===== config.mk =====
export PLATFORM = sky130hd
export DESIGN_NAME = div_sequencer
export DESIGN_NICKNAME = d
export VERILOG_FILES = /design/src/rtl/div_sequencer.sv
export SDC_FILE = /design/constraint.sdc
export NUM_CORES = 1
export LEC_CHECK = 0
export CORE_UTILIZATION = 44
export DETAILED_ROUTE_END_ITERATION = 7
export GPL_TIMING_DRIVEN = 0
export PLACE_DENSITY = 0.86
export SYNTH_ARGS = -nofsm -noshare
export SYNTH_HDL_FRONTEND = slang
export SYNTH_SLANG_ARGS = --single-unit

===== constraint.sdc =====
create_clock -name clock -period 3.05 [get_ports clock]
set_clock_uncertainty 0.05 [all_clocks]
set_input_delay 0.305 -clock clock [delete_from_list [all_inputs] [get_ports clock]]
set_output_delay 0.305 -clock clock [all_outputs]
set_load 0.01 [all_outputs]

===== src/rtl/div_sequencer.sv =====
// div_sequencer: issue/response sequencer in front of the multi-cycle restoring divider.
// Optional feature macro EARLY_DIV0_EN: divide-by-zero requests retire straight from IDLE without starting the divider.
module div_sequencer #(
    parameter int LAT   = 32,
    parameter int TAG_W = 5
) (
    input  logic             clock,
    input  logic             reset,
    input  logic             req_valid,
    output logic             req_ready,
    input  logic [31:0]      req_a,
    input  logic [31:0]      req_b,
    input  logic [TAG_W-1:0] req_tag,
    input  logic             flush,
    output logic [31:0]      div_operandA,
    output logic [31:0]      div_operandB,
    output logic             div_ctrl,
    input  logic [31:0]      div_result,
    input  logic             div_exception,
    output logic             rsp_valid,
    input  logic             rsp_ready,
    output logic [31:0]      rsp_result,
    output logic             rsp_exception,
    output logic [TAG_W-1:0] rsp_tag,
    output logic             busy,
    output logic [1:0]       dbg_state_o
);

    // Handshakes: a transfer happens on a rising edge where valid and ready are both 1;
    // valid never waits on ready, and data is held stable while valid is high.

    typedef enum logic [1:0] {
        IDLE  = 2'd0,
        ISSUE = 2'd1,
        BUSY  = 2'd2,
        DONE  = 2'd3
    } state_t;

    localparam logic [5:0] CNT_LAST = 6'(LAT - 1);

    state_t           state_q, state_d;
    logic [5:0]       cnt_q, cnt_d;
    logic [31:0]      opa_q, opa_d;
    logic [31:0]      opb_q, opb_d;
    logic [31:0]      res_q, res_d;
    logic             exc_q, exc_d;
    logic [TAG_W-1:0] tag_q, tag_d;
    logic             accept;

    assign req_ready = (state_q == IDLE) && !flush;
    assign accept    = req_valid && req_ready;

    always_comb begin
        state_d  = state_q;
        cnt_d    = cnt_q;
        opa_d    = opa_q;
        opb_d    = opb_q;
        res_d    = res_q;
        exc_d    = exc_q;
        tag_d    = tag_q;
        div_ctrl = 1'b0;

        unique case (state_q)
            IDLE: begin
                if (accept) begin
                    opa_d = req_a;
                    opb_d = req_b;
                    tag_d = req_tag;
`ifdef EARLY_DIV0_EN
                    if (req_b == 32'd0) begin
                        res_d   = 32'd0;
                        exc_d   = 1'b1;
                        state_d = DONE;
                    end else begin
                        state_d = ISSUE;
                    end
`else
                    state_d = ISSUE;
`endif
                end
            end
            ISSUE: begin
                div_ctrl = 1'b1;
                cnt_d    = 6'd1;
                state_d  = BUSY;
            end
            BUSY: begin
                cnt_d = cnt_q + 6'd1;
                // The divider output is only meaningful in its final iteration cycle.
                if (cnt_q == CNT_LAST) begin
                    res_d   = div_result;
                    exc_d   = div_exception;
                    cnt_d   = 6'd0;
                    state_d = DONE;
                end
            end
            DONE: begin
                if (rsp_ready) begin
                    state_d = IDLE;
                end
            end
            default: state_d = IDLE;
        endcase

        // Abort wins over everything; operands keep their last accepted value.
        if (flush) begin
            state_d = IDLE;
            cnt_d   = 6'd0;
            res_d   = res_q;
            exc_d   = exc_q;
        end
    end

    always_ff @(posedge clock or negedge reset) begin
        if (!reset) begin
            state_q <= IDLE;
            cnt_q   <= 6'd0;
            opa_q   <= 32'd0;
            opb_q   <= 32'd0;
            res_q   <= 32'd0;
            exc_q   <= 1'b0;
            tag_q   <= '0;
        end else begin
            state_q <= state_d;
            cnt_q   <= cnt_d;
            opa_q   <= opa_d;
            opb_q   <= opb_d;
            res_q   <= res_d;
            exc_q   <= exc_d;
            tag_q   <= tag_d;
        end
    end

    assign div_operandA  = opa_q;
    assign div_operandB  = opb_q;
    assign rsp_valid     = (state_q == DONE);
    assign rsp_result    = res_q;
    assign rsp_exception = exc_q;
    assign rsp_tag       = tag_q;
    assign busy          = (state_q != IDLE);
    assign dbg_state_o   = state_q;

endmodule


==> metrics <==
Max stage delay cell, worst path clkdlybuf4s50_1; yosys warns 0; worst setup path category flip-flop to output port; Register Area 2750 um2; sw frac 0.291; routed via count 3,030; Worst Hold Class input pin to asynchronous set/reset pin; die width approximately 100 um; part of the cycle the worst path needs 0.720; final HPWL from detailed placement about 8 mm; diode count 0; Power, Total between 0.005 and 0.006 W; area of the multi-input gates between 1500 and 2000 um2; CTS tree built; count of unique library cells instantiated by Yosys 31; DRT iter0 DRCs 53; Detailed Route WL between 10 and 15 mm; Critical Path Fanout Max 5; sequential power share 0.423; Clock H-tree levels 3; vias in the first global route 3,240; Area Growth Syn to Fin 56.3%; # IOs between 200 and 250; vias per cell 4.78; Top Metal Used met4; CTS buffer count 9; synth top area cells dfrtp_1 (61%), mux2_2 (16%), mux2_4 (13%), ha_1 (1.4%), buf_12 (1.3%); Pins Over Slew Limit 0; dpl ws 0.868 ns; WP data arrival about 1.8 ns; largest area contributor in the netlist dfrtp_1; most used cell, CP inv_1; Final ANT Viol Nets 0; # DRC 0; Crit path largest cell delay between 0.5 and 0.6 ns; setup TNS 0 ns; Logic pwr share 0.417; Clock Sinks 110; Buf+Inv Stages, Crit Path 3; Inst Count DP between 600 and 700; Post-layout nets 608; Tot GR Track Use 0.199; maxcap violations 0; largest net degree at the start of global routing 74; Setup violations, final 0; Static Leak between 3 and 4 nW; Longest Clk Path Bufs 2; total grt overflow 0; share of cells above drive strength 1 0.267; type of origin of the critical path flip-flop; die height 103 um; Detail Route met2 WL around 5.4 mm; CP required roughly 2.7 ns; CP top delay family buffers and inverters; fin cells roughly 630; Critical Path, Cell by Cell inv_1 -> ha_1 -> inv_1 -> nor2_1 -> clkdlybuf4s50_1; wire length on met3 approximately 950 um; Post-Syn Area roughly 4500 um2; Core ar. 9820 um2; initial core utilization 0.456; NetSw around 0.0015 W; Slew HR 0.568; placer congestion estimate around 0.81; final hold vios 0; RSZ-0062 raised after global routing false; Root Driver clkbuf_8; drt first pass iters 4; Avg Inst Size Synth between 15 and 20 um2; Worst-Skew Late Latency approximately 0.35 ns; postcts setup bufs 0; crit end category output port; #FFs+latches synth 110; slew of the pin with the lowest slew margin between 0.6 and 0.7 ns; Filler Cell Count around 700; Synth Net Count approximately 380; Setup WS post-layout roughly 0.85 ns; M1 WL approximately 4.1 mm; clock power share 0.159; antenna violations before repair 0; total die area between 10,000 and 15,000 um2; port bufs ~210; VDD IR max about 0.48 mV; Pwr Density ~740 nW/um2; Core Rows 36; Yosys top cell area share 0.614; Synth Instances between 200 and 300; status finished clean; Min Clock Period, post-route about 2.2 ns; first-pass GRT wire length 16.0 mm; Finished Core Util 0.714; Max Fclk around 460 MHz; Seq/Total Area, Yosys 0.614; Avg WL per Cell about 17 um; clock transition at the registers of the reported paths between 0.1 and 0.15 ns; internal power around 0.0037 W
## state kept, by name, indices dropped and copies added, names as in the netlist
register,count
div_operandA,32
dbg_state_o,2
div_operandB,32
rsp_result,32
rsp_exception,1
cnt_q,6
rsp_tag,5
## layout make-up
cell class                      count  share of cell area
Clock inverter                      5             0.00571
Clock buffer                       11              0.0202
Timing Repair Buffer              216               0.311
Buffer                             10              0.0148
Multi-Input combinational cell    144               0.229
Inverter                            5             0.00268
Sequential cell                   110               0.393
Tap cell                          133              0.0238
## worst register-to-register path, delay by kind of cell, from the launching register on
kind | cells | cell delay, ns
buffers and inverters | 4 | 0.64
DFF | 1 | 0.44
muxes | 1 | 0.31
and+or+nand+nor | 2 | 0.29
adders and majority gates | 1 | 0.23
## power groups by stage
stage	Sequential, W	Clock [W]	Combinational [W]
3_5_place_dp	0.00221	0	0.00217
5_1_grt	0.00225	0.000904	0.00230
2_1_floorplan	0.00242	0	0.000628
4_1_cts	0.00219	0.000851	0.00218
3_3_place_gp	0.00218	0	0.00211
6_report	0.00218	0.000821	0.00215
## cells by family after synthesis
group	after synthesis	share of synthesized area
buffers and inverters	15	0.0274
AO/OA/AOI/OAI	11	0.0176
flip-flops	110	0.614
AND/OR/NAND/NOR	23	0.0310
adder cells (fa/ha/maj)	5	0.0140
multiplexers	103	0.292
XOR/XNOR	2	0.00391
## Yosys cell counts, drive strengths merged
cell type and number:
dfrtp 110, mux2 102, buf 10, nand2 6
nor2 6, ha 5, inv 5, a21oi 3
nand3 2, nor2b 2, nor3 2, o21ai 2
xnor2 2, a21o 1, a221o 1, a32o 1
mux2i 1, nand2b 1, nand3b 1, o211a 1
o21bai 1, o31ai 1, or2 1, or2b 1
or3 1
## per-layer routing
layer / vias up / track usage
li1: 1388 / -
met1: 1499 / 0.223
met2: 130 / 0.356
met3: 13 / 0.0644
met4: 0 / 0.0661
met5: - / 0
## worst paths after layout
check                                      start               end  slack (ns)  depth (start not counted)
worst max-delay path              dbg_state_o[0]         req_ready        0.85                          5
worst min-delay path                       reset    dbg_state_o[1]        0.39                          2
worst max register to register    dbg_state_o[0]   div_operandA[5]        0.96                          8
worst min register to register  div_operandB[15]  div_operandB[15]        0.46                          1
max in group asynchronous                  reset   div_operandA[5]        1.82                          3
min in group clock              div_operandB[15]  div_operandB[15]        0.46                          1
## through the flow
step / cell area [um2] / hold WS [ns]
floorplan: 4480 / -0.0406
global route: 7010 / 0.442
CTS: 7010 / 0.404
finish: 7010 / 0.394
global placement: 6790 / 0.436
detailed placement: 6820 / 0.261
## timing repair
item	4_1_cts	5_1_grt
hold buffers	1	0
gates resized for setup	0	0
endpoints found under the setup margin	0	0
endpoints found under the hold margin	37	0
## placed cells by master, fill, tap and decap left out, types with 2 or more instances in the layout
cell             netlist  layout
a21oi_1                3       3
buf_12                 3       3
buf_2                  5       5
buf_4                  1       2
clkbuf_8               0      10
clkdlybuf4s50_1        0     213
clkinv_4               0       2
dfrtp_1              110     110
ha_1                   5       5
inv_1                  5       5
inv_6                  0       2
mux2_2                62      62
mux2_4                40      40
nand2_1                6       6
nor2_1                 5       5
nor2b_1                2       2
nor3_1                 2       2
o21ai_0                2       2
xnor2_1                2       2
No activity file was read; power rests on OpenSTA's default activity.
